==> src/rtl/reg_mux_nto1.sv <==
// Registered N-to-1 operand-select mux with a valid/ready pipeline register.
// Out-of-range selects re-issue the last good word and are counted.
`timescale 1ns/1ps

module reg_mux_nto1 #(
  parameter int WIDTH = 32,
  parameter int N_IN  = 3,
  parameter int SEL_W = 2
) (
  input  logic                  Clk,
  input  logic                  Rst,
  input  logic [N_IN*WIDTH-1:0] in_bus,
  input  logic [SEL_W-1:0]      sel,
  input  logic                  in_valid,
  output logic                  in_ready,
  input  logic                  flush,
  output logic [WIDTH-1:0]      out,
  output logic                  out_valid,
  input  logic                  out_ready,
  output logic                  sel_err,
  output logic [7:0]            err_cnt
);

  logic [WIDTH-1:0] r_out;
  logic [WIDTH-1:0] r_last_good;
  logic             r_out_valid;
  logic             r_sel_err;
  logic [7:0]       r_err_cnt;

  logic [WIDTH-1:0] w_sel_word;
  logic             w_sel_ok;
  logic             w_accept;

  // NOTE: both outputs get a value before the loop so no path leaves them
  // unassigned; otherwise synthesis would infer a latch to hold them.
  always_comb begin
    w_sel_word = '0;
    w_sel_ok   = 1'b0;
    for (int k = 0; k < N_IN; k++) begin
      if (sel == SEL_W'(k)) begin
        w_sel_word = in_bus[k*WIDTH +: WIDTH];
        w_sel_ok   = 1'b1;
      end
    end
  end

  // in_ready depends only on registered state and the downstream/flush inputs.
  assign in_ready = !flush && (!r_out_valid || out_ready);
  assign w_accept = in_valid && in_ready;

  // NOTE: sequential state uses non-blocking assignments so every register
  // samples the pre-edge values, independent of statement order.
  always_ff @(posedge Clk or posedge Rst) begin
    if (Rst) begin
      r_out       <= '0;
      r_last_good <= '0;
      r_out_valid <= 1'b0;
      r_sel_err   <= 1'b0;
      r_err_cnt   <= 8'd0;
    end else begin
      r_sel_err <= 1'b0;
      if (flush) begin
        r_out_valid <= 1'b0;
      end else if (w_accept) begin
        r_out_valid <= 1'b1;
        if (w_sel_ok) begin
          r_out       <= w_sel_word;
          r_last_good <= w_sel_word;
        end else begin
          r_out     <= r_last_good;
          r_sel_err <= 1'b1;
          if (r_err_cnt != 8'hFF) begin
            r_err_cnt <= r_err_cnt + 8'd1;
          end
        end
      end else if (r_out_valid && out_ready) begin
        r_out_valid <= 1'b0;
      end
    end
  end

  assign out       = r_out;
  assign out_valid = r_out_valid;
  assign sel_err   = r_sel_err;
  assign err_cnt   = r_err_cnt;

endmodule

==> config.mk <==
export PLATFORM = sky130hd
export DESIGN_NAME = reg_mux_nto1
export DESIGN_NICKNAME = d
export VERILOG_FILES = /design/src/rtl/reg_mux_nto1.sv
export SDC_FILE = /design/constraint.sdc
export NUM_CORES = 1
export LEC_CHECK = 0
export CORE_MARGIN = 5
export CORE_UTILIZATION = 37
export CTS_CLUSTER_DIAMETER = 40
export CTS_CLUSTER_SIZE = 40
export DETAILED_ROUTE_END_ITERATION = 10
export GPL_TIMING_DRIVEN = 0
export PLACE_DENSITY = 0.81
export SLEW_MARGIN = 20
export SYNTH_ARGS = -nofsm -noshare
export SYNTH_HDL_FRONTEND = slang
export SYNTH_SLANG_ARGS = --single-unit
==> constraint.sdc <==
create_clock -name Clk -period 2.1 [get_ports Clk]
set_input_delay 0.42 -clock Clk [delete_from_list [all_inputs] [get_ports Clk]]
set_output_delay 0.42 -clock Clk [all_outputs]
set_load 0.02 [all_outputs]
==> metrics.md, run 1 <==
| Metric | Value |
|---|---|
| Worst Tran Pin Value | 513.1 ps |
| CTS buffer count | 5 |
| Nets | 515 |
| DRT iter0 DRCs | 69 |
| Final RePlAce weighted congestion | 0.7805 |
| P&R area growth vs syn | 72.55% |
| Via density | 4.930 |
| Fin crit period | 1878 ps |
| Util after Layout | 66.17% |
| Worst Reg-to-Reg Cells | 4 |
| Synth Instances | 260 |
| ANT nets after route | 0 |
| Worst VDD drop | 0.3692 mV |
| Final instance area | 3964 sq um |
| Synth Area per Inst | 8.835 sq um |
| RSZ-0062 raised after global routing | no |
| Comb pwr share | 39.1% |
| Critical path peak fanout | 10 |
| Final std cells w/o fill | 486 |
| Max Clk Rate | 532.6 MHz |
| Worst r2r src | out_valid$_DFFE_PP0P_ |
| Vias | 2396 |
| Seq pwr share | 38.0% |
| Pre-CTS setup slack | -104.7 ps |
| Post-CTS setup repair buffer count | 0 |
| Kind of critical path | input port to flop |
| Worst Path Arrival | 2020 ps |
| Cts-stage hold buffer count | 0 |
| Max Slew Vio Count | 0 |
| Synth Warn # | 0 |
| Post-cts sizing count | 2 |
| P_sw | 0.8943 mW |
| Row cnt | 28 |
| PnR worst setup slack | 222.3 ps |
| Area contributors post-synth | dfrtp_1 46%, a21oi_1 14%, mux2i_1 14% |
| Max-cap viol count | 0 |
| Post-Route Setup TNS | 0 ps |
| Clk_skew | 1.972 ps |
| Vias in the first global route | 2422 |
| Clock transition at path regs | 80 ps |
| Initial antenna violation count | 0 |
| TritonCTS sink count | 42 |
| Mapped Nets | 364 |
| Wirelength per Cell | 14.78 um |
| DP HPWL | 5853 um |
| Final hold vios | 0 |
| Post-synth cell types | 30 |
| R2R Setup Slk | 450 ps |
| Total Wirelength | 7185 um |
| 1st-pass router iterations | 4 |
| Top Ports | 146 |
| Grt total ovfl | 0 |
| Total power | 2.824 mW |
| Worst slew margin relative to its limit | 65.80% |
| Final count of negative-setup-slack endpoints | 0 |
| # DRC | 0 |
| CTS tree | done |
| Switching Share | 31.66% |
| Mapped Area | 2297 sq um |
| Initial Util | 38.35% |
| Root Driver | clkbuf_8 |
| Largest net degree at the start of global routing | 23 |
| Power Density | 712.6 nW/um^2 |
| CP required | 2240 ps |
| Crit end category | flop |
| Placed instance count | 479 |
| FF-to-FF End | err_cnt[1]$_DFFE_PP0P_ |
| Antenna diode count | 0 |
| Yosys top cell area share | 45.75% |
| Post-DP Area | 3850 sq um |
| Leading cell type in the layout, fill and taps excluded | clkdlybuf4s50_1 |
| Static Leakage | 1.681 nW |
| H-tree levels | 2 |
| Port bufs | 143 |
| Area of the core | 5991 sq um |
| Power Internal | 1.930 mW |
| Share of post-route cells with drive strength above 1 | 6.326% |
| Chip Width | 88.80 um |
| First-pass GRT wire length | 11180 um |
| Outcome | complete, no violations |
| Most frequent cells in the layout | 142 x clkdlybuf4s50_1, 69 x nor2_1, 66 x a21oi_1 |
| Die Y | 88.80 um |
| Hold crit path type | input port to async pin |
| Synth Register Bits | 42 |
| Tcrit/Tclk final | 89.42% |
| Clk buf depth | 2 |
| Sequential element share of the synthesized area | 45.75% |
| Skew-Pair Late Insertion Delay | 280 ps |
| Tot GR Track Use | 17.93% |
| Die ar. | 7885 sq um |
| Hold_ws | 481.9 ps |
| Cell taking the most area after synthesis | dfrtp_1 |
| Clk pwr share | 22.9% |
| Critical path startpoint category | input port |
-- synth_stat cells, drive strengths merged --
cell type / instances
nor4b: 1
buf: 12
a21oi: 66
ha: 1
nand4: 1
xor2: 2
and3: 2
nor3b: 1
nand3: 4
clkbuf: 7
or3: 1
nor2b: 3
nand2: 3
mux2: 3
nor3: 1
dfrtp: 42
and4: 1
o21ai: 1
nor2: 69
nor4: 1
a31oi: 2
nand2b: 1
inv: 2
mux2i: 33
-- power by group through the flow --
stage	clock (mW)	sequential [mW]	combinational, mW
floorplan	0	1.28	0.309
global placement	0	1.08	1.09
detailed placement	0	1.09	1.12
CTS	0.662	1.07	1.12
global route	0.697	1.10	1.19
finish	0.646	1.07	1.11
-- logic make-up (layout without fill, tap and decap cells) --
kind of cell | count (synthesis) | in the layout | synth area share (%)
and+or+nand+nor | 89 | 89 | 17.65
AOI/OAI and AO/OA | 69 | 69 | 15.41
DFF | 42 | 42 | 45.75
muxes | 36 | 36 | 15.85
buffers and inverters | 21 | 172 | 4.031
xor gates and xnor gates | 2 | 2 | 0.7627
adders and majority gates | 1 | 1 | 0.5446
-- worst max-delay path by stage --
stage | from | to | slack [ps] | depth (start not counted)
detailed placement | flush | r_last_good[11]$_DFFE_PP0P_ | -100 | 6
CTS | flush | r_last_good[11]$_DFFE_PP0P_ | 210 | 6
floorplan | out_valid$_DFFE_PP0P_ | err_cnt[1]$_DFFE_PP0P_ | 420 | 4
global route | flush | r_last_good[11]$_DFFE_PP0P_ | 100 | 6
global placement | Rst | r_last_good[31]$_DFFE_PP0P_ | -190 | 2
finish | flush | r_last_good[19]$_DFFE_PP0P_ | 220 | 6
-- layout make-up --
type	instances	area [sq um]
Clock buffer	6	82.58
Fill cell	532	2027
Buffer	19	85.08
Inverter	2	7.507
Multi-Input combinational cell	197	1156
Clock inverter	1	30.03
Sequential cell	42	1051
Timing Repair Buffer	144	1458
Tap cell	75	93.84
-- worst max-delay path, stage by stage --
cell and delay [ps]:
clkdlybuf4s50_1 430, nand2b_1 200, nor3b_1 210, buf_2 240, buf_1 380, a21oi_1 140
-- per-layer routing --
| layer | vias up | global-route usage (%) | wire (um) |
|---|---|---|---|
| met5 | - | 0 | 0 |
| met4 | 0 | 4.396 | 106 |
| met3 | 10 | 5.121 | 684 |
| met2 | 83 | 31.78 | 3614 |
| met1 | 1113 | 21.31 | 2779 |
| li1 | 1190 | - | - |
-- registers in the layout, indices dropped and copies added (netlist names) --
signal / flops
sel_err: 1
r_last_good: 32
err_cnt: 8
out_valid: 1
Note: power is estimated with default switching activity, not from simulation.
==> run 2, diff against run 1 <==
GPL_ROUTABILITY_DRIVEN = 0   (was not set)
==> results of run 2 <==
Final layout, timing and power as in run 1 (identical DEF).
==> run 3, diff against run 2 <==
CTS_CLUSTER_DIAMETER = not set   (was 40)
==> results of run 3 <==
Final layout, timing and power as in run 1 (identical DEF).
